[src/rtl/instruction_fetch_unit_if.sv]
// rtl/instruction_fetch_unit_if.sv - ROM address/instruction and execute handshake bundle for the fetch unit
interface instruction_fetch_unit_if;
  logic [15:0] oAddress;
  logic [27:0] iInstruction;
  logic        iStall;
  logic        iBranchValid;
  logic        iBranchTaken;
  logic        oValid;
  logic [3:0]  oOpcode;
  logic [7:0]  oDestination;
  logic [7:0]  oSourceA;
  logic [7:0]  oSourceB;
  logic [15:0] oImmediate;

  // Fetch unit side: drives address and decoded fields
  modport master (
    output oAddress, oValid, oOpcode, oDestination, oSourceA, oSourceB, oImmediate,
    input  iInstruction, iStall, iBranchValid, iBranchTaken
  );

  // ROM / execute side
  modport slave (
    input  oAddress, oValid, oOpcode, oDestination, oSourceA, oSourceB, oImmediate,
    output iInstruction, iStall, iBranchValid, iBranchTaken
  );
endinterface

[src/rtl/instruction_fetch_unit.sv]
// rtl/instruction_fetch_unit.sv - program counter, ROM fetch, field decode, local JMP and BLE hold
module instruction_fetch_unit #(
  parameter logic [15:0] RESET_ADDRESS = 16'd0,
  parameter logic [3:0]  OPCODE_JMP    = 4'd5,
  parameter logic [3:0]  OPCODE_BLE    = 4'd2
) (
  input logic                     Clock,
  input logic                     Reset,
  instruction_fetch_unit_if.master bus
);

  typedef enum logic {RUN, BRANCH_WAIT} state_t;

  state_t      state, state_next;
  logic [15:0] pc, pc_next;
  logic [15:0] saved_target, saved_target_next;
  logic        valid, valid_next;
  logic [3:0]  opcode, opcode_next;
  logic [7:0]  destination, destination_next;
  logic [7:0]  source_a, source_a_next;
  logic [7:0]  source_b, source_b_next;
  logic [15:0] immediate, immediate_next;
  logic [3:0]  fetched_opcode;
  logic [15:0] fetched_target;

  assign fetched_opcode = bus.iInstruction[27:24];
  assign fetched_target = {8'b0, bus.iInstruction[23:16]};

  // Next-state and next-output selection; everything holds unless a case below moves it
  always_comb begin
    state_next        = state;
    pc_next           = pc;
    saved_target_next = saved_target;
    valid_next        = valid;
    opcode_next       = opcode;
    destination_next  = destination;
    source_a_next     = source_a;
    source_b_next     = source_b;
    immediate_next    = immediate;
    case (state)
      RUN: begin
        if (!bus.iStall) begin
          if (fetched_opcode == OPCODE_JMP) begin
            // JMP is consumed here and never reaches execute: one bubble
            pc_next    = fetched_target;
            valid_next = 1'b0;
          end else begin
            valid_next       = 1'b1;
            opcode_next      = fetched_opcode;
            destination_next = bus.iInstruction[23:16];
            source_a_next    = bus.iInstruction[15:8];
            source_b_next    = bus.iInstruction[7:0];
            immediate_next   = bus.iInstruction[15:0];
            pc_next          = pc + 16'd1;
            if (fetched_opcode == OPCODE_BLE) begin
              // Fall-through is already in PC; keep the taken target until execute decides
              saved_target_next = fetched_target;
              state_next        = BRANCH_WAIT;
            end
          end
        end
      end
      BRANCH_WAIT: begin
        // Stall is irrelevant here: nothing is issued until the branch resolves
        valid_next = 1'b0;
        if (bus.iBranchValid) begin
          state_next = RUN;
          if (bus.iBranchTaken) begin
            pc_next = saved_target;
          end
        end
      end
      default: state_next = RUN;
    endcase
  end

  // State register with synchronous active-low reset taking priority over everything
  always_ff @(posedge Clock) begin
    if (!Reset) begin
      state        <= RUN;
      pc           <= RESET_ADDRESS;
      saved_target <= 16'd0;
      valid        <= 1'b0;
      opcode       <= 4'd0;
      destination  <= 8'd0;
      source_a     <= 8'd0;
      source_b     <= 8'd0;
      immediate    <= 16'd0;
    end else begin
      state        <= state_next;
      pc           <= pc_next;
      saved_target <= saved_target_next;
      valid        <= valid_next;
      opcode       <= opcode_next;
      destination  <= destination_next;
      source_a     <= source_a_next;
      source_b     <= source_b_next;
      immediate    <= immediate_next;
    end
  end

  assign bus.oAddress     = pc;
  assign bus.oValid       = valid;
  assign bus.oOpcode      = opcode;
  assign bus.oDestination = destination;
  assign bus.oSourceA     = source_a;
  assign bus.oSourceB     = source_b;
  assign bus.oImmediate   = immediate;

endmodule

[src/flat_wrapper.sv]
// flat-port wrapper written by rule: the top's interface ports become plain ports
module instruction_fetch_unit_flat 
#(
  parameter logic [15:0] RESET_ADDRESS = 16'd0,
  parameter logic [3:0]  OPCODE_JMP    = 4'd5,
  parameter logic [3:0]  OPCODE_BLE    = 4'd2
)
  (Clock, Reset, bus_oAddress, bus_oValid, bus_oOpcode, bus_oDestination, bus_oSourceA, bus_oSourceB, bus_oImmediate, bus_iInstruction, bus_iStall, bus_iBranchValid, bus_iBranchTaken);
  instruction_fetch_unit_if bus_i ();
  input logic Clock;
  input logic Reset;
  output wire logic [$bits(bus_i.oAddress)-1:0] bus_oAddress;
  output wire logic [$bits(bus_i.oValid)-1:0] bus_oValid;
  output wire logic [$bits(bus_i.oOpcode)-1:0] bus_oOpcode;
  output wire logic [$bits(bus_i.oDestination)-1:0] bus_oDestination;
  output wire logic [$bits(bus_i.oSourceA)-1:0] bus_oSourceA;
  output wire logic [$bits(bus_i.oSourceB)-1:0] bus_oSourceB;
  output wire logic [$bits(bus_i.oImmediate)-1:0] bus_oImmediate;
  input wire logic [$bits(bus_i.iInstruction)-1:0] bus_iInstruction;
  input wire logic [$bits(bus_i.iStall)-1:0] bus_iStall;
  input wire logic [$bits(bus_i.iBranchValid)-1:0] bus_iBranchValid;
  input wire logic [$bits(bus_i.iBranchTaken)-1:0] bus_iBranchTaken;
  assign bus_oAddress = bus_i.oAddress;
  assign bus_oValid = bus_i.oValid;
  assign bus_oOpcode = bus_i.oOpcode;
  assign bus_oDestination = bus_i.oDestination;
  assign bus_oSourceA = bus_i.oSourceA;
  assign bus_oSourceB = bus_i.oSourceB;
  assign bus_oImmediate = bus_i.oImmediate;
  assign bus_i.iInstruction = bus_iInstruction;
  assign bus_i.iStall = bus_iStall;
  assign bus_i.iBranchValid = bus_iBranchValid;
  assign bus_i.iBranchTaken = bus_iBranchTaken;
  instruction_fetch_unit #(.RESET_ADDRESS(RESET_ADDRESS), .OPCODE_JMP(OPCODE_JMP), .OPCODE_BLE(OPCODE_BLE)) u_core (.Clock(Clock), .Reset(Reset), .bus(bus_i));
endmodule
[config.mk]
export PLATFORM = sky130hd
export DESIGN_NAME = instruction_fetch_unit_flat
export DESIGN_NICKNAME = d
export VERILOG_FILES = /design/src/rtl/instruction_fetch_unit_if.sv /design/src/rtl/instruction_fetch_unit.sv /design/src/flat_wrapper.sv
export SDC_FILE = /design/constraint.sdc
export NUM_CORES = 1
export LEC_CHECK = 0
export BUFFER_PORTS_ARGS = -buffer_cell sky130_fd_sc_hd__clkbuf_2
export CAP_MARGIN = 5
export CORE_UTILIZATION = 54
export CTS_BUF_LIST = sky130_fd_sc_hd__clkbuf_4 sky130_fd_sc_hd__clkbuf_8
export DETAILED_ROUTE_END_ITERATION = 16
export PLACE_DENSITY = 0.87
export SETUP_SLACK_MARGIN = 0.2
export SYNTH_ARGS = -nofsm -noshare
export SYNTH_HDL_FRONTEND = slang
export SYNTH_SLANG_ARGS = --single-unit
[constraint.sdc]
create_clock -name Clock -period 3.15 [get_ports Clock]
set_input_delay 0.315 -clock Clock [delete_from_list [all_inputs] [get_ports Clock]]
set_output_delay 0.315 -clock Clock [all_outputs]
set_load 0.05 [all_outputs]
# Word level (Yosys, flattened, before mapping)
# Cells that the tools add are included.
[totals]
mem_bits_ro = 0
word_cells = 34
input_bits = 33
out_inout_bits = 61
memories = 0
latch_bits = 0
mem_bits_rw = 0
reg_bits = 70
[op_classes]
muxes = 13
reduce_logical = 3
shifts = 0
n_addsub = 1
n_eq_ne = 5
div_mod_pow = 0
bitwise_logic = 3
n_lt_le_gt_ge = 0
multipliers = 0
[ops]
columns = ["operator", "count"]
rows = [
  ["$mux 16", 4],
  ["$pmux 16 s2", 1],
  ["$add 16x1->16 const B", 1],
  ["$mux 1", 6],
  ["$ne 2x2->1 const B", 3],
  ["$reduce_and 3->1", 2],
  ["$eq 4x2->1 const B", 1],
  ["$eq 4x3->1 const B", 1],
  ["$pmux 1 s2", 2],
  ["$reduce_and 4->1", 1],
  ["$not 1->1", 3],
]

# Longest topological paths before layout
[depth]
word_depth = 5
mapped_depth = 7
mapped_depth_nobuf = 5

# Worst setup path before layout
# Ideal clock, no wire load.
[synth_timing]
path_type = "flip-flop to flip-flop"
startpoint = "register u_core.pc[5], in the netlist u_core.bus.oAddress[5]"
endpoint = "register u_core.pc[13], in the netlist u_core.bus.oAddress[13]"
synth_period_minus_slack_ns = 2.003
setup_time_ns = 0.072
stages_incl_launch_ff = 5
slack_ns = 1.147
n_path_buf = 0
arrival_ns = 1.931
t_required_ns = 3.078
path_cell_list = "dfxtp_1 nand4_1 a2111o_1 or3_1 a21oi_1"
[synth_via]
elab_chain_cells = 4
[synth_lines]
columns = ["element", "line", "rtl"]
rows = [
  ["from (decl)", "instruction_fetch_unit.sv:15", "logic [15:0] pc, pc_next;"],
  ["from (signal assigned)", "instruction_fetch_unit.sv:91", "pc <= pc_next;"],
  ["$add 16x1->16", "instruction_fetch_unit.sv:54", "pc_next = pc + 16'd1;"],
  ["$mux 16", "instruction_fetch_unit.sv:43", "if (fetched_opcode == OPCODE_JMP) begin"],
  ["$mux 16", "instruction_fetch_unit.sv:42", "if (!bus.iStall) begin"],
  ["$pmux 16 s2", "instruction_fetch_unit.sv:40", "case (state)"],
]
# No other way between the ends. The select of a mux whose other input is x is not followed.
# A chain may end at the register's enable or synchronous reset.

# Worst setup path after layout
[layout_timing]
startpoint = "register u_core.state"
endpoint = "register u_core.opcode[1], in the netlist u_core.bus.oOpcode[1]"
[layout_via]
elab_chain_cells = 2
[layout_lines]
columns = ["element", "line", "rtl"]
rows = [
  ["from (decl)", "instruction_fetch_unit.sv:14", "state_t state, state_next;"],
  ["from (signal assigned)", "instruction_fetch_unit.sv:90", "state <= state_next;"],
  ["$not 1->1 (no source line)", "n/a", ""],
  ["$reduce_and 3->1 (no source line)", "n/a", ""],
  ["to (signal assigned)", "instruction_fetch_unit.sv:94", "opcode <= opcode_next;"],
  ["to (decl)", "instruction_fetch_unit.sv:18", "logic [3:0] opcode, opcode_next;"],
]
# No other way between the ends.

==> flow_results.org <==
** STA
- Max Slew Vio Count :: 0
- Part of the cycle the worst path needs :: 0.720
- The tightest hold path in the finished design has a slack of 214 ps.
- Final total negative setup slack :: 0 ps
- Slew at the pin with the worst max-slew slack :: 849 ps
- Setup violations remaining at the end of the flow were counted as 0.
- Setup repair after global routing left no endpoint under its margin.
- The clock period could shrink to 2270 ps.
- Slew Limit Headroom :: 0.432
- After layout, the worst setup slack is 881 ps.
- The count of endpoints failing hold in the final timing report was 0.
- For the final database, setup skew stands at 8.75 ps.
- Timing would allow up to 0.441 GHz.

** Layout
- Design area :: 2870 um2
- # nets final :: 398
- The layout has 367 filler cells.
- Summing all flip-flop and latch instances after layout gives 1080 um2.
- Ratio of cells with drive above 1 in the final layout :: 0.301
- From synthesis to final layout, the design area changed by 19.2%.
- Summing all multi-input logic gate instances after layout gives 1110 um2.
- 0 antenna diodes ended up in the layout.

** Worst setup path
- Buf/Inv on CP :: 0
- Worst Setup End Kind :: flip-flop
- Critical Path AT :: 2440 ps
- Destination of the worst register-to-register timing path :: u_core.bus.oOpcode[1]$_SDFFE_PN0P_
- Across all register-to-register paths, the minimum setup slack is 880 ps.
- Reg-to-reg critical path startpoint :: u_core.state$_SDFF_PN0_
- Kind of launch point of the worst setup path :: flip-flop
- Reg2Reg Depth :: 4
- Worst path top cell family by delay :: simple AND/OR/NAND/NOR gates
- Crit-path most repeated cell :: sky130_fd_sc_hd__nor2_1
- Required arrival time at the worst endpoint :: 3320 ps
- The largest single stage delay on the critical path is 660 ps.
- Traced cell by cell, the critical path runs through nor2_1 > nand2_1 > a22oi_1 > nor2_1.
- Slowest-stage cell, CP :: sky130_fd_sc_hd__nand2_1
- Along the worst path, the maximum fanout reaches 26.
- Worst Setup Path Type :: flip-flop to flip-flop

** Clock tree
- TritonCTS built the clock tree.
- After clock tree synthesis, the repair step resized 0 gates.
- Clock latency on the worst-skew pair, taken at its later pin, is 310 ps.
- Number of hold buffers added after CTS :: 0
- The tree is rooted in a sky130_fd_sc_hd__clkbuf_8.
- TritonCTS Buffers :: 5
- In this run the deepest clock path goes through 2 buffers.
- H-tree levels :: 2
- The clock net in this run drives a total of 54 sinks.
- Post-CTS setup buffer count :: 0
- Clock-pin slew was measured on the worst setup and hold paths at 100 ps.

** GRT
- Vias in the first global route :: 1,863
- Total routing resource utilization after global routing :: 0.238
- Maximum number of pins on one net before global-route repair :: 29
- The first global-routing pass estimated 8380 um of wire.
- Global-route congestion overflow total :: 0
- The initial antenna violation count is 0.

** Yosys
- When the netlist entered floorplanning its net count stood at 326.
- After synthesis, the largest family of logic cells by area is simple AND/OR/NAND/NOR gates.
- Post-synthesis area per instance :: 8.23 um2
- Async set or reset register ratio after synthesis :: 0
- Top post-synthesis cells by count :: sky130_fd_sc_hd__nand2_1, sky130_fd_sc_hd__dfxtp_1, sky130_fd_sc_hd__a21oi_1, sky130_fd_sc_hd__nor2_1, sky130_fd_sc_hd__buf_4
- After synthesis the netlist holds a flip-flop and latch count of 54.
- Of the total synthesized cell area, the portion taken by full adders, half adders and majority gates is 0.00521.
- The netlist uses 44 different library cells.
- Yosys synthesis warning count :: 0
- Of the total synthesized cell area, the portion taken by AND, OR, NAND and NOR gates is 0.210.
- The synthesized-area fraction occupied by ao, oa, aoi and oai cells was 0.186.
- EDFF count, synth :: 0
- Of the post-synthesis cell area, the dominant cell type holds 0.450.
- In the post-synthesis netlist, the cell with the most instances is sky130_fd_sc_hd__nand2_1.
- Of the total synthesized cell area, the portion taken by XOR and XNOR cells is 0.0219.
- Of all cell types, the one taking the most synthesized area is sky130_fd_sc_hd__dfxtp_1.
- For this run, the leading register cell type out of synthesis is sky130_fd_sc_hd__dfxtp_1.
- Register area share after synthesis :: 0.450
- Summing every instance area after synthesis gives 2400 um2.
- Fraction of synthesized area in multiplexers :: 0.0380
- After technology mapping, the gate count stands at 292.
- Synth area leaders :: sky130_fd_sc_hd__dfxtp_1, sky130_fd_sc_hd__nand2_1, sky130_fd_sc_hd__a21oi_1

** Outcome
- The flow ran to the end, and the final reports show no timing, DRC or antenna violations.

** Die
- From bottom edge to top edge, the die measures 68.7 um.
- The floorplan step set the die width to 68.7 um.
- Starting utilization of the core area :: 0.580
- The die covers 4720 um2.
- Placeable Area :: 4140 um2
- Count of standard-cell rows :: 23
- Pin placement for this block handled 94 I/O pins.

** Routing
- Routed wire length per instance :: 13.5 um
- The first detailed-routing pass took 5 iterations.
- The count of nets left with antenna violations once routing finished came out at 0.
- The first routing iteration left 178 violations.
- For this run, design rule violations remaining after detail routing come to 0.
- Dividing the detail-routed via count by the number of cells gives 5.48.
- Final wirelength :: 5600 um
- The final route contains 2,275 vias.

** Pwr
- The share of total power dissipated in combinational logic is 0.206.
- The analysis attributes to net switching a power of 479 uW.
- For this design the ratio of total power to cell area is 505 nW/um2.
- Summed over all cells, the static leakage comes to 1.30 nW.
- The worst-case IR drop observed on VDD is 0.000274 V.
- Power Internal :: 969 uW
- Portion of total power attributed to the clock network :: 0.285
- Of the total power, the share spent switching nets is 0.331.
- Share of power burned in registers :: 0.509

** Placement
- Count of input and output buffers :: 93
- HPWL after detailed placement :: 4060 um
- Global placement routability congestion :: 0.902
- Area of placed instances :: 2770 um2
- At the placement stage, the worst setup path has a slack of 962 ps.

** Hold path
- WHS Endpoint :: u_core.bus.oImmediate[3]$_SDFFE_PN0P_
- Number of cells traversed by the worst hold path :: 3
- The worst hold path begins at bus_iInstruction[3].
- The min-delay analysis places its worst path in the category primary input to flip-flop.

** Flow run
- Max-cap violations in this run came to 0.
kinds of logic (layout without fill, tap and decap cells):
kind of cell / count (synthesis) / after routing
AOI/OAI and AO/OA: 73 / 73
xor gates and xnor gates: 6 / 6
adders and majority gates: 1 / 1
buffers and inverters: 37 / 110
DFF: 54 / 54
muxes: 9 / 9
and+or+nand+nor: 112 / 112
tightest hold or removal path, delay by kind of cell:
family,cells,cell delay (ps)
buffers and inverters,1,80
and+or+nand+nor,1,40
AOI/OAI and AO/OA,1,50
flip-flops by register name, summed over array words and instances, names as in the netlist:
register / cells
u_core.bus.oOpcode: 4
u_core.bus.oAddress: 16
u_core.bus.oValid: 1
u_core.bus.oImmediate: 15
u_core.saved_target: 8
u_core.bus.oSourceA: 1
u_core.bus.oDestination: 8
u_core.state: 1
power groups by stage:
| stage | Combinational (mW) | Clock [mW] | Sequential, mW |
|---|---|---|---|
| final | 0.299 | 0.412 | 0.737 |
| after global placement | 0.295 | 0 | 0.751 |
| after detailed placement | 0.298 | 0 | 0.753 |
| after global routing | 0.319 | 0.449 | 0.742 |
| after CTS | 0.299 | 0.418 | 0.737 |
| after floorplan | 0.139 | 0 | 0.845 |
routing by layer:
metal  GRT usage  vias up  part of all wire
met5           0        -                 0
met3      0.0576        7             0.072
met1       0.311     1027              0.44
met2       0.387       98              0.48
li1            -     1143                 -
met4      0.0714        0            0.0098
per-stage QoR:
stage,util,power (mW),std cells
finish,0.691,1.45,415
global route,0.691,1.51,415
CTS,0.691,1.45,415
detailed placement,0.668,1.05,407
global placement,0.668,1.05,407
floorplan,-,0.984,292
layout by cell type (no fill, tap or decap), drive strengths merged, types with 5 or more instances in the layout:
cell    instances
xnor2           5
clkbuf         99
or3             6
nand2          55
a21oi          39
nand3           7
mux2i           8
inv             6
nor2           25
dfxtp          54
o21ai          11
nand4           5
area by class of cell:
class / count / area share
clock buffers: 6 / 0.0288
repair buffers: 97 / 0.173
well taps: 50 / 0.0218
multi-input cells: 201 / 0.387
clock inverters: 2 / 0.00568
inverters: 5 / 0.00655
flip-flops and latches: 54 / 0.377
worst max path at each step:
stage                                                    from                                    to  slack (ps)  depth (start not counted)
final                                 u_core.state$_SDFF_PN0_    u_core.bus.oOpcode[1]$_SDFFE_PN0P_         880                          4
after global routing                  u_core.state$_SDFF_PN0_    u_core.bus.oOpcode[1]$_SDFFE_PN0P_         680                          4
after CTS                             u_core.state$_SDFF_PN0_    u_core.bus.oOpcode[1]$_SDFFE_PN0P_         960                          4
after detailed placement              u_core.state$_SDFF_PN0_    u_core.bus.oOpcode[1]$_SDFFE_PN0P_         960                          4
after global placement                u_core.state$_SDFF_PN0_    u_core.bus.oOpcode[1]$_SDFFE_PN0P_        1080                          4
after floorplan           u_core.bus.oAddress[5]$_SDFFE_PN0P_  u_core.bus.oAddress[13]$_SDFFE_PN0P_        1150                          4
Power figures use the tool's default switching activity.
